===== config.mk =====
export PLATFORM = sky130hd
export DESIGN_NAME = spi_cmd_receiver_flat
export DESIGN_NICKNAME = d
export VERILOG_FILES = /design/src/rtl/spi_cmd_receiver_pkg.sv /design/src/rtl/spi_cmd_receiver_if.sv /design/src/rtl/spi_cmd_receiver_sync_edge.sv /design/src/rtl/spi_cmd_receiver.sv /design/src/flat_wrapper.sv
export SDC_FILE = /design/constraint.sdc
export NUM_CORES = 1
export LEC_CHECK = 0
export CELL_PAD_IN_SITES_DETAIL_PLACEMENT = 1
export CELL_PAD_IN_SITES_GLOBAL_PLACEMENT = 1
export CORE_MARGIN = 2
export CORE_UTILIZATION = 30
export CTS_CLUSTER_DIAMETER = 50
export DETAILED_ROUTE_END_ITERATION = 8
export DONT_BUFFER_PORTS = 1
export HOLD_SLACK_MARGIN = 0.02
export PLACE_DENSITY_LB_ADDON = 0.1
export SYNTH_ARGS = -nofsm -noshare
export SYNTH_HDL_FRONTEND = slang
export SYNTH_SLANG_ARGS = --single-unit

===== constraint.sdc =====
create_clock -name sys_clk -period 3.7 [get_ports sys_clk]
set_clock_uncertainty 0.05 [all_clocks]
set_input_delay 0.74 -clock sys_clk [delete_from_list [all_inputs] [get_ports sys_clk]]
set_output_delay 0.74 -clock sys_clk [all_outputs]
set_load 0.05 [all_outputs]

===== src/rtl/spi_cmd_receiver_pkg.sv =====
// Shared definitions for the SPI command receiver and the command decoder.
// The default field widths here must match the decoder's view of a frame.
package spi_cmd_receiver_pkg;

  localparam int CMD_WIDTH_DEF      = 8;
  localparam int DATAWORD_WIDTH_DEF = 16;
  localparam int FRAME_LEN          = CMD_WIDTH_DEF + DATAWORD_WIDTH_DEF;

  typedef enum logic [1:0] {
    WAIT_IDLE = 2'd0,
    IDLE      = 2'd1,
    SHIFT     = 2'd2,
    DONE      = 2'd3
  } rx_state_e;

endpackage


===== src/rtl/spi_cmd_receiver_if.sv =====
// SPI pins plus the decoded command outputs.
// The receiver is the SPI slave; the host/decoder side uses the master modport.
interface spi_cmd_receiver_if
  import spi_cmd_receiver_pkg::*;
#(
  parameter int CMD_WIDTH      = CMD_WIDTH_DEF,
  parameter int DATAWORD_WIDTH = DATAWORD_WIDTH_DEF
);

  logic                      spi_sclk;
  logic                      spi_cs_n;
  logic                      spi_mosi;
  logic                      spi_miso;
  logic [CMD_WIDTH-1:0]      cmd_word;
  logic [DATAWORD_WIDTH-1:0] data_word;
  logic                      cmd_valid;
  logic                      frame_err;

  modport master (
    output spi_sclk, spi_cs_n, spi_mosi,
    input  spi_miso, cmd_word, data_word, cmd_valid, frame_err
  );

  modport slave (
    input  spi_sclk, spi_cs_n, spi_mosi,
    output spi_miso, cmd_word, data_word, cmd_valid, frame_err
  );

endinterface


===== src/rtl/spi_cmd_receiver_sync_edge.sv =====
// Multi-flop synchronizer for one asynchronous pin, with a history flop
// so the synchronized level can be turned into single-cycle edge strobes.
module sync_edge #(
  parameter int   STAGES    = 2,
  parameter logic RESET_VAL = 1'b0
) (
  input  logic clk,
  input  logic rst,
  input  logic din,
  output logic level,
  output logic rise,
  output logic fall
);

  logic [STAGES-1:0] sync_r;
  logic              hist_r;

  // synchronizer chain and edge-history flop
  always_ff @(posedge clk or posedge rst) begin
    if (rst) begin
      sync_r <= {STAGES{RESET_VAL}};
      hist_r <= RESET_VAL;
    end else begin
      sync_r <= {sync_r[STAGES-2:0], din};
      hist_r <= sync_r[STAGES-1];
    end
  end

  assign level = sync_r[STAGES-1];
  assign rise  = sync_r[STAGES-1] & ~hist_r;
  assign fall  = ~sync_r[STAGES-1] & hist_r;

endmodule


===== src/rtl/spi_cmd_receiver.sv =====
// SPI mode-0 slave that deserializes {cmd, data} frames into sys_clk and
// echoes the previous valid frame on MISO.
module spi_cmd_receiver
  import spi_cmd_receiver_pkg::*;
#(
  parameter int CMD_WIDTH      = CMD_WIDTH_DEF,
  parameter int DATAWORD_WIDTH = DATAWORD_WIDTH_DEF,
  parameter int SYNC_STAGES    = 2
) (
  input logic               sys_clk,
  input logic               sys_rst,
  spi_cmd_receiver_if.slave bus
);

  localparam int F     = CMD_WIDTH + DATAWORD_WIDTH;
  localparam int CNT_W = $clog2(F + 1);

  logic sclk_lvl_s, sclk_rise_s, sclk_fall_s;
  logic cs_lvl_s, cs_rise_s, cs_fall_s;
  logic mosi_lvl_s, mosi_rise_s, mosi_fall_s;

  // all three pins reset low, so CS reads as asserted until it is really seen high
  sync_edge #(.STAGES(SYNC_STAGES), .RESET_VAL(1'b0)) u_sync_sclk (
    .clk(sys_clk), .rst(sys_rst), .din(bus.spi_sclk),
    .level(sclk_lvl_s), .rise(sclk_rise_s), .fall(sclk_fall_s));
  sync_edge #(.STAGES(SYNC_STAGES), .RESET_VAL(1'b0)) u_sync_cs (
    .clk(sys_clk), .rst(sys_rst), .din(bus.spi_cs_n),
    .level(cs_lvl_s), .rise(cs_rise_s), .fall(cs_fall_s));
  sync_edge #(.STAGES(SYNC_STAGES), .RESET_VAL(1'b0)) u_sync_mosi (
    .clk(sys_clk), .rst(sys_rst), .din(bus.spi_mosi),
    .level(mosi_lvl_s), .rise(mosi_rise_s), .fall(mosi_fall_s));

  logic sync_unused_s;
  assign sync_unused_s = &{1'b0, sclk_lvl_s, mosi_rise_s, mosi_fall_s};

  rx_state_e                 state_r, state_nxt_s;
  logic [CNT_W-1:0]          cnt_r, cnt_nxt_s;
  logic [F-1:0]              rx_r, rx_nxt_s;
  logic [F-1:0]              tx_r, tx_nxt_s;
  logic [CMD_WIDTH-1:0]      cmd_word_r;
  logic [DATAWORD_WIDTH-1:0] data_word_r;
  logic                      cmd_valid_r, frame_err_r, miso_r;
  logic                      done_s, abort_s;

  // next state, counter and shift-register updates
  always_comb begin
    state_nxt_s = state_r;
    cnt_nxt_s   = cnt_r;
    rx_nxt_s    = rx_r;
    tx_nxt_s    = tx_r;
    done_s      = 1'b0;
    abort_s     = 1'b0;
    case (state_r)
      WAIT_IDLE: begin
        if (cs_lvl_s) begin
          state_nxt_s = IDLE;
        end else begin
          state_nxt_s = WAIT_IDLE;
        end
      end
      IDLE: begin
        if (cs_fall_s) begin
          state_nxt_s = SHIFT;
          cnt_nxt_s   = '0;
          tx_nxt_s    = {cmd_word_r, data_word_r};
        end else begin
          state_nxt_s = IDLE;
        end
      end
      SHIFT: begin
        // a CS release in the same cycle as an SCLK rise discards that bit
        if (cs_rise_s) begin
          state_nxt_s = IDLE;
          abort_s     = 1'b1;
        end else if (sclk_rise_s) begin
          rx_nxt_s  = {rx_r[F-2:0], mosi_lvl_s};
          cnt_nxt_s = cnt_r + CNT_W'(1);
          if (cnt_r == CNT_W'(F - 1)) begin
            state_nxt_s = DONE;
            done_s      = 1'b1;
          end else begin
            state_nxt_s = SHIFT;
          end
        end else if (sclk_fall_s) begin
          tx_nxt_s = {tx_r[F-2:0], 1'b0};
        end else begin
          state_nxt_s = SHIFT;
        end
      end
      DONE: begin
        if (cs_rise_s) begin
          state_nxt_s = IDLE;
        end else begin
          state_nxt_s = DONE;
        end
      end
      default: begin
        state_nxt_s = WAIT_IDLE;
      end
    endcase
  end

  // state, datapath and output registers
  always_ff @(posedge sys_clk or posedge sys_rst) begin
    if (sys_rst) begin
      state_r     <= WAIT_IDLE;
      cnt_r       <= '0;
      rx_r        <= '0;
      tx_r        <= '0;
      cmd_word_r  <= '0;
      data_word_r <= '0;
      cmd_valid_r <= 1'b0;
      frame_err_r <= 1'b0;
      miso_r      <= 1'b0;
    end else begin
      state_r     <= state_nxt_s;
      cnt_r       <= cnt_nxt_s;
      rx_r        <= rx_nxt_s;
      tx_r        <= tx_nxt_s;
      cmd_valid_r <= done_s;
      frame_err_r <= abort_s;
      miso_r      <= (state_nxt_s == SHIFT) ? tx_nxt_s[F-1] : 1'b0;
      if (done_s) begin
        cmd_word_r  <= rx_nxt_s[F-1 -: CMD_WIDTH];
        data_word_r <= rx_nxt_s[DATAWORD_WIDTH-1:0];
      end
    end
  end

  assign bus.spi_miso  = miso_r;
  assign bus.cmd_word  = cmd_word_r;
  assign bus.data_word = data_word_r;
  assign bus.cmd_valid = cmd_valid_r;
  assign bus.frame_err = frame_err_r;

endmodule


===== src/flat_wrapper.sv =====
// flat-port wrapper written by rule: the top's interface ports become plain ports
module spi_cmd_receiver_flat import spi_cmd_receiver_pkg::*;
#(
  parameter int CMD_WIDTH      = CMD_WIDTH_DEF,
  parameter int DATAWORD_WIDTH = DATAWORD_WIDTH_DEF,
  parameter int SYNC_STAGES    = 2
)
  (sys_clk, sys_rst, bus_spi_sclk, bus_spi_cs_n, bus_spi_mosi, bus_spi_miso, bus_cmd_word, bus_data_word, bus_cmd_valid, bus_frame_err);
  spi_cmd_receiver_if #(.CMD_WIDTH(CMD_WIDTH), .DATAWORD_WIDTH(DATAWORD_WIDTH)) bus_i ();
  input logic sys_clk;
  input logic sys_rst;
  input wire logic [$bits(bus_i.spi_sclk)-1:0] bus_spi_sclk;
  input wire logic [$bits(bus_i.spi_cs_n)-1:0] bus_spi_cs_n;
  input wire logic [$bits(bus_i.spi_mosi)-1:0] bus_spi_mosi;
  output wire logic [$bits(bus_i.spi_miso)-1:0] bus_spi_miso;
  output wire logic [$bits(bus_i.cmd_word)-1:0] bus_cmd_word;
  output wire logic [$bits(bus_i.data_word)-1:0] bus_data_word;
  output wire logic [$bits(bus_i.cmd_valid)-1:0] bus_cmd_valid;
  output wire logic [$bits(bus_i.frame_err)-1:0] bus_frame_err;
  assign bus_i.spi_sclk = bus_spi_sclk;
  assign bus_i.spi_cs_n = bus_spi_cs_n;
  assign bus_i.spi_mosi = bus_spi_mosi;
  assign bus_spi_miso = bus_i.spi_miso;
  assign bus_cmd_word = bus_i.cmd_word;
  assign bus_data_word = bus_i.data_word;
  assign bus_cmd_valid = bus_i.cmd_valid;
  assign bus_frame_err = bus_i.frame_err;
  spi_cmd_receiver #(.CMD_WIDTH(CMD_WIDTH), .DATAWORD_WIDTH(DATAWORD_WIDTH), .SYNC_STAGES(SYNC_STAGES)) u_core (.sys_clk(sys_clk), .sys_rst(sys_rst), .bus(bus_i));
endmodule

Word-level counts from Yosys, hierarchy flattened
Cells that the tools add are included.
- register bits: 90
- latch bits: 0
- RAM bits: 0
- bits in read-only memories: 0
- input port bits: 5
- output and inout bits: 27
- word-level logic and storage cells: 65
- memories: 0
- add/sub/neg operators: 1
- multiply operators: 0
- divide/modulo/power cells: 0
- magnitude comparators: 0
- equal/unequal tests: 10
- shift operators: 0
- multiplexer cells: 27
- bitwise logic cells: 8
- reductions and logical operators: 4
- operators with widths (cell ; number):
    $mux W24 ; 7
    $pmux W24 S2 ; 1
    $mux W5 ; 3
    $mux W2 ; 5
    $pmux W5 S2 ; 1
    $mux W1 ; 9
    $pmux W2 S4 ; 1
    $eq A2 B2 Y1 const B ; 3
    $ne A2 B1 Y1 const B ; 3
    $add A5 B1 Y5 const B ; 1
    $eq A5 B5 Y1 const B ; 1
    $reduce_and A5 Y1 ; 1
    $and A1 B1 Y1 ; 4
    $ne A2 B2 Y1 const B ; 2
    $not A1 Y1 ; 4
    $reduce_and A4 Y1 ; 1
    $eq A2 B1 Y1 const B ; 1
    $logic_not A2 Y1 ; 1
    $reduce_bool A2 Y1 ; 1

Logic depth before layout (Yosys ltp)
Gate-level depths: netlist of the first run.
- depth after elaboration: 8
- depth in mapped cells: 8
- mapped depth without buffers: 6

By module
A second synthesis of the first run with hierarchy kept.
- cells, all modules: 263
- area total of the unflattened synthesis: 3697.3 µm²
- modules (own cells, without submodules) (module ; times used ; cells an instance ; area an instance (µm²) ; sequential area each (µm²)):
    spi_cmd_receiver ; 1 ; 245 ; 3415.8 ; 2026.9
    sync_edge ; 3 ; 6 ; 93.8 ; 75.1

Worst setup path before layout of the first run
OpenSTA, ideal clock, no wires.
- kind: register to register
- start: register u_core.state_r[0]
- end: register u_core.data_word_r[0], in the netlist u_core.bus.data_word[0]
- setup time: 125 ps
- data arrival time: 1789 ps
- required time: 3525 ps
- path slack: 1736 ps
- stages on the path, launching flop included: 8
- path buffers: 2
- period minus slack after synthesis: 1964 ps
- path through: dfrtp_1 inv_1 ha_1 buf_2 nand3b_1 nor3_4 buf_6 mux2_2
- longest elaborated chain between the ends: 2
- elaborated cells between the ends (all ways): 3
- those cells by class: eq/ne: 1; mux: 2
- RTL lines (item ; RTL line ; source):
    start: declaration ; spi_cmd_receiver.sv:36 ; rx_state_e state_r, state_nxt_s;
    start signal: assignment ; spi_cmd_receiver.sv:116 ; state_r <= state_nxt_s;
    $eq A2 B2 Y1 * ; spi_cmd_receiver.sv:53 ; case (state_r)
    $mux W24 / $mux W1 (equally long branches) ; spi_cmd_receiver.sv:53 ;
    end signal: assignment ; spi_cmd_receiver.sv:125 ; data_word_r <= rx_nxt_s[DATAWORD_WIDTH-1:0];
    end: declaration ; spi_cmd_receiver.sv:41 ; logic [DATAWORD_WIDTH-1:0] data_word_r;
Every way passes the cells marked *; elsewhere a longest branch is shown, timed or not.
A chain may end at the register's enable or synchronous reset.

Final worst setup path of the first run
- start: register u_core.u_sync_cs.sync_r[1]
- end: register u_core.tx_r[23]
- longest elaborated chain between the ends: 4
- elaborated cells between the ends (all ways): 6
- those cells by class: mux: 3; bitwise: 3
- RTL lines (item ; RTL line ; source):
    start: declaration ; spi_cmd_receiver_sync_edge.sv:15 ; logic [STAGES-1:0] sync_r;
    start signal: assignment ; spi_cmd_receiver_sync_edge.sv:21 ; sync_r <= {STAGES{RESET_VAL}};
    start signal: assignment ; spi_cmd_receiver_sync_edge.sv:24 ; sync_r <= {sync_r[STAGES-2:0], din};
    $not A1 Y1 ; spi_cmd_receiver_sync_edge.sv:31 ; assign fall = ~sync_r[STAGES-1] & hist_r;
    $and A1 B1 Y1 ; spi_cmd_receiver_sync_edge.sv:31 ;
    $mux W24 ; spi_cmd_receiver.sv:62 ; if (cs_fall_s) begin
    $pmux W24 S2 * ; spi_cmd_receiver.sv:53 ;
    named net u_core.tx_nxt_s[23] ; spi_cmd_receiver.sv:39 ; logic [F-1:0] tx_r, tx_nxt_s;
    end signal: assignment ; spi_cmd_receiver.sv:119 ; tx_r <= tx_nxt_s;
    end: declaration ; spi_cmd_receiver.sv:39 ;
The timed path passes the listed nets; every way through them passes the cells marked *. The select of a mux whose other input is x is not followed.

==> metrics.md, run 1 <==
| Metric | Value |
|---|---|
| Status | `finished clean` |
| Cts bufs inserted | `9` |
| Vias per cell | `roughly 5.0` |
| Die Y | `116 µm` |
| Synth area leader | `dfrtp_1` |
| Initial Utilization | `0.311` |
| Crit path DAT | `between 2000 and 3000 ps` |
| CTS Sinks | `89` |
| DRT Wirelength | `roughly 8200 µm` |
| Clock latency at the later pin of the worst-skew pair | `340 ps` |
| CP Cell Sequence | `nor2b_1 -> o21ai_4 -> a21boi_0 -> or3_1` |
| Die extent in x | `116 µm` |
| Synth cell types | `44` |
| Max Freq | `around 390 MHz` |
| # Post-CTS Setup Buffers | `0` |
| Required @ worst endpoint | `~3900 ps` |
| Worst rel slew slack | `0.240` |
| Mux share of post-synthesis cell area | `0.142` |
| Synth top cells by count | `dfrtp_1, mux2_2, a21oi_1` |
| Crit path max fanout | `47` |
| # rows | `40` |
| Largest family of logic cells by synthesized area | `compound AO/OA/AOI/OAI gates` |
| Flop pwr share | `0.415` |
| Iteration-0 DRC count of the detailed router | `140` |
| Worst setup margin | `roughly 1100 ps` |
| Syn Area/Cell | `13.0 µm²` |
| Seq cells post-synth | `89` |
| Design area | `4270 µm²` |
| RSZ-0062 raised after global routing | `false` |
| Slowest-stage cell, CP | `o21ai_4` |
| Sw power | `approximately 0.90 mW` |
| Largest net degree at the start of global routing | `48` |
| Top-area cell type share of the netlist area | `0.592` |
| CTS Hold Bufs | `0` |
| Int Pwr | `about 2.1 mW` |
| Pre-CTS setup slack | `1130 ps` |
| GP Congestion | `0.740` |
| Most frequent cell after synthesis | `dfrtp_1` |
| Dpl hpwl | `roughly 5200 µm` |
| Combinational cell fraction of total power | `0.229` |
| Total grt overflow | `0` |
| Post-synthesis cell area | `3760 µm²` |
| Clock-pin transition on the worst setup and hold timing paths | `roughly 60 ps` |
| Pwr dens | `~700 nW/µm²` |
| Post-cts resize count | `0` |
| Slew Limit Fails | `0` |
| Mapped Cells | `290` |
| Final number of setup-violating endpoints | `0` |
| Port bufs | `0` |
| Maxcap violations | `0` |
| Ys async rst share | `1.00` |
| P_leak | `between 1.5 and 2 nW` |
| XOR/XNOR Fraction of Synth Area | `0` |
| Ranking of synthesized cells by area | `dfrtp_1, mux2_2, a22oi_1, a31oi_1, a21oi_1` |
| H-Tree Level Count | `3` |
| Clk pwr share | `0.356` |
| Post-route DRC | `0` |
| Fin crit share | `0.692` |
| Synth-to-Final Area Change | `13.4%` |
| Ys Warns | `0` |
| CTS tree | `yes` |
| Sw Share | `0.303` |
| Adder-cell share of the synthesized area | `0.0166` |
| Worst setup SP type | `register` |
| Mapped Nets | `300` |
| DR WL/cell | `roughly 18 µm` |
| First-pass GRT wire length | `13900 µm` |
| Vias in the first global route | `between 2000 and 3000` |
| Post-synth EDFFs | `0` |
| # diodes | `0` |
| VDD IR max | `248 µV` |
| Post-Synth Simple-Gate Area | `0.0592` |
| Crit path capture type | `register` |
| Synth Area in Compound Gates | `0.153` |
| NumNets Final | `a little under 300` |
| DRT Pass-1 Iters | `4` |
| Total track usage | `0.139` |
| Top FF cell, synth | `dfrtp_1` |
| Layout cells sized above 1 | `0.267` |
| Setup TNS | `0 ps` |
| Die area | `13500 µm²` |
| Clock buffer depth | `2` |
| Dpl cell area | `about 4000 µm²` |
| Root buf cell | `clkbuf_16` |
| Io pins | `32` |
| Worst Max-Slew Pin Slew | `around 1100 ps` |
| Antenna violations before repair | `0` |
| Worst hold path class | `input port to asynchronous set/reset pin` |
| Fin. Hold Viols | `0` |
| Core Region | `around 12000 µm²` |
| Post-route ant nets | `0` |
| Vias post-DR | `2294` |
| Max incr delay on CP | `between 900 and 1000 ps` |
| Min Tclk post-route | `about 2600 ps` |
| Register area share after synthesis | `0.592` |
| CP Class | `register to register` |
-- power by group through the flow --
stage          Combinational, mW  Clock, mW  Sequential, mW
2_1_floorplan              0.546          0            1.22
5_1_grt                    0.779       1.13            1.25
3_5_place_dp               0.692          0            1.24
4_1_cts                    0.690       1.09            1.23
6_report                   0.678       1.05            1.23
3_3_place_gp               0.680          0            1.24
-- logic make-up after synthesis --
logic type,Yosys count
AND/OR/NAND/NOR,35
flip-flops,89
buffers and inverters,27
AO/OA/AOI/OAI,87
adder cells (fa/ha/maj),5
multiplexers,47
-- per-stage QoR --
stage,power (mW),hold WS (ps),util,std cells
after global placement,1.92,293,0.324,444
after global routing,3.16,315,0.353,460
after detailed placement,1.93,291,0.324,444
after CTS,3.01,300,0.353,460
after floorplan,1.76,281,-,290
final,2.96,271,0.353,460
-- layout make-up --
type                       count  area, µm²
inverter                       6       25.0
tap                          168        210
timing repair buffer           7       52.6
multi-input combinational    174       1410
fill                        1322       7840
clock buffer                  10        239
sequential                    89       2230
clock inverter                 6        105
-- placed cells by master, fill, tap and decap left out, types with 4 or more instances in the layout --
master     count
nor2_1         4
mux2_2        45
a21o_1         4
nand2_1        4
dfrtp_1       89
inv_1          5
a31oi_1       22
ha_1           5
a21oi_1       24
clkbuf_16      9
a22oi_1       22
buf_4          7
-- critical path, delay by kind of cell, from the launching register on --
family,cells,cell delay [ps]
AND/OR/NAND/NOR,2,700
flip-flops,1,470
AO/OA/AOI/OAI,2,1200
-- routing by layer --
metal,global-route usage,vias to the layer above,share of wire
met5,0,-,0
met4,0.0762,0,0.025
met3,0.0361,11,0.040
met2,0.211,31,0.47
met1,0.183,1178,0.47
li1,-,1074,-
-- final timing paths --
check | start | endpoint | slack (ps) | cells past startpoint
min in group sys_clk | u_core.u_sync_mosi.sync_r[0] | u_core.u_sync_mosi.sync_r[1] | 300 | 0
worst min-delay path | sys_rst | u_core.rx_r[8] | 270 | 1
worst max register to register | u_core.u_sync_cs.sync_r[1] | u_core.tx_r[23] | 1140 | 4
max in group asynchronous | sys_rst | u_core.u_sync_sclk.hist_r | 2570 | 2
worst max-delay path | u_core.u_sync_cs.sync_r[1] | u_core.tx_r[23] | 1140 | 4
worst min register to register | u_core.u_sync_mosi.sync_r[0] | u_core.u_sync_mosi.sync_r[1] | 300 | 0
-- state kept, by name, indices dropped and copies added, names as in the netlist --
| register | cells |
|---|---|
| u_core.rx_r | 23 |
| u_core.bus.cmd_valid | 1 |
| u_core.u_sync_cs.hist_r | 1 |
| u_core.bus.frame_err | 1 |
| u_core.tx_r | 24 |
| u_core.bus.cmd_word | 8 |
| u_core.u_sync_sclk.sync_r | 2 |
| u_core.u_sync_mosi.sync_r | 2 |
| u_core.u_sync_cs.sync_r | 2 |
| u_core.bus.spi_miso | 1 |
| u_core.u_sync_sclk.hist_r | 1 |
| u_core.bus.data_word | 16 |
| u_core.cnt_r | 5 |
| u_core.state_r | 2 |
(Power assumes the default switching activity.)
==> inputs of run 2 (changes only) <==
==> constraint.sdc (replaced) <==
create_clock -name sys_clk -period 2.2 [get_ports sys_clk]
set_clock_uncertainty 0.05 [all_clocks]
set_input_delay 0.44 -clock sys_clk [delete_from_list [all_inputs] [get_ports sys_clk]]
set_output_delay 0.44 -clock sys_clk [all_outputs]
set_load 0.05 [all_outputs]
==> metrics.md, run 2 (synthesis gave the netlist of run 1 again) <==
| Metric | Value |
|---|---|
| Status | `finished clean` |
| Max reg flops | `24 (unchanged)` |
| CTS Hold Bufs | `0 (unchanged)` |
| Crit path max fanout | `12 (-74%)` |
| Vias in the first global route | `2544 (+0.71%)` |
| Fin crit share | `0.906 (+0.214)` |
| Clock latency at the later pin of the worst-skew pair | `340 ps (about the same)` |
| Pwr dens | `1130 nW/µm² (+63%)` |
| Dpl cell area | `4070 µm² (+3.7%)` |
| Design area | `4360 µm² (+2.2%)` |
| Dpl hpwl | `5020 µm (-3.1%)` |
| Non-filler cells, final | `469 (+2.0%)` |
| Maxcap violations | `0 (unchanged)` |
| Slew Limit Fails | `0 (unchanged)` |
| Post-route DRC | `0 (unchanged)` |
| VDD IR max | `317 µV (+28%)` |
| Worst hold path class | `input port to asynchronous set/reset pin` |
| DRT Pass-1 Iters | `4 (unchanged)` |
| Min Tclk post-route | `1990 ps (-566 ps)` |
| Antenna violations before repair | `0 (unchanged)` |
| Vias post-DR | `2329 (+1.5%)` |
| CTS tree | `yes` |
| Required @ worst endpoint | `2380 ps (-1490 ps)` |
| Commonest non-fill, non-tap cell in the layout | `dfrtp_1` |
| Worst setup margin | `207 ps (-934 ps)` |
| Met1 wire length | `3780 µm (-1.9%)` |
| Io pins | `32 (unchanged)` |
| RSZ-0062 raised after global routing | `false` |
| Largest register by flop count | `u_core.tx_r` |
| Final core occ | `0.360 (+0.00775)` |
| Die extent in x | `116 µm (unchanged)` |
| Pre-CTS setup slack | `191 ps (-937 ps)` |
| DRT Wirelength | `8050 µm (-1.8%)` |
| Port bufs | `0 (unchanged)` |
| Clock-pin transition on the worst setup and hold timing paths | `60 ps (about the same)` |
| Largest net degree at the start of global routing | `90 (+88%)` |
| GP Congestion | `0.736 (-0.54%)` |
| Cts bufs inserted | `9 (unchanged)` |
| DR WL/cell | `17.2 µm (-3.7%)` |
| NumNets Final | `306 (+3.0%)` |
| Commonest non-fill, non-tap cells in the layout | `dfrtp_1, mux2_2, a21oi_1` |
| Final number of setup-violating endpoints | `0 (unchanged)` |
| First-pass GRT wire length | `13700 µm (-1.7%)` |
| Fin. Hold Viols | `0 (unchanged)` |
| Met2 WL | `3740 µm (-1.9%)` |
| Post-cts resize count | `0 (unchanged)` |
| P_leak | `1.99 nW (+2.1%)` |
| Total grt overflow | `0 (unchanged)` |
| Synth-to-Final Area Change | `15.9%` |
| Core Region | `12100 µm² (unchanged)` |
| Worst rel slew slack | `0.633 (+0.393)` |
| Post-route ant nets | `0 (unchanged)` |
| Max Freq | `502 MHz (+28%)` |
| Die area | `13500 µm² (unchanged)` |
| CTS Sinks | `89 (unchanged)` |
| Hold WS | `51.7 ps (-219 ps)` |
| Crit path DAT | `2170 ps (-560 ps)` |
| Layout cells sized above 1 | `0.286 (+0.0186)` |
| Worst Max-Slew Pin Slew | `551 ps (-585 ps)` |
| Clock buffer depth | `2 (unchanged)` |
| Setup TNS | `0 ps (unchanged)` |
| Die Y | `116 µm (unchanged)` |
| Power, Total | `4.93 mW (+67%)` |
| Crit path capture type | `register` |
| # rows | `40 (unchanged)` |
| Root buf cell | `clkbuf_16` |
| Worst setup SP type | `register` |
| CP Class | `register to register` |
| Total track usage | `0.134 (-0.00546)` |
| Top Layer Used | `met4` |
| Vias per cell | `4.97 (-0.42%)` |
| Metal3 WL | `326 µm (-0.91%)` |
| H-Tree Level Count | `3 (unchanged)` |
| Initial Utilization | `0.311 (unchanged)` |
| Iteration-0 DRC count of the detailed router | `112 (-20%)` |
| Placed Cells | `453 (+2.0%)` |
| # diodes | `0 (unchanged)` |
| # Post-CTS Setup Buffers | `0 (unchanged)` |
## run 2: cell count changes in the layout (fill, tap and decap cells not counted), sizes merged
| cell | before | now |
|---|---|---|
| buf | 7 | 16 |
| inv | 6 | 5 |
| bufinv | 3 | 0 |
| clkinvlp | 0 | 1 |
| clkinv | 3 | 2 |
| clkbuf | 10 | 14 |
## run 2: path summary, 6_finish.rpt
path                                            start                           end  slack [ps]  depth (start not counted)
max                                 u_core.state_r[0]               u_core.rx_r[17]         210                          6
min                                           sys_rst                u_core.rx_r[7]          50                          2
max reg2reg                         u_core.state_r[0]               u_core.rx_r[17]         210                          6
min reg2reg                u_core.u_sync_cs.sync_r[0]    u_core.u_sync_cs.sync_r[1]         300                          0
max in group asynchronous                     sys_rst               u_core.rx_r[19]        1680                          2
min in group sys_clk                     bus_spi_sclk  u_core.u_sync_sclk.sync_r[0]          70                          0
## run 2: final cells by class
type / instances / area [µm²]
fill: 1306 / 7750
sequential: 89 / 2230
clock inverter: 2 / 10.0
clock buffer: 14 / 284
tap: 168 / 210
inverter: 6 / 26.3
multi-input combinational: 174 / 1410
timing repair buffer: 16 / 195
## run 2: layer usage
metal / GRT usage / vias to the layer above
li1: - / 1090
met1: 0.173 / 1199
met2: 0.202 / 27
met3: 0.0371 / 13
met4: 0.0762 / 0
met5: 0 / -
## run 2: power by group
part / internal, mW / switching, mW / total (mW)
sequential: 1.91 / 0.155 / 2.06
clock: 0.886 / 0.621 / 1.51
combinational: 0.613 / 0.751 / 1.36
## run 2: worst max-delay path, cell delays in order, from the launching register on
cell	delay [ps]
dfrtp_1	400
inv_1	100
ha_1	260
nand3b_1	200
nor2_2	250
buf_4	250
mux2_2	350
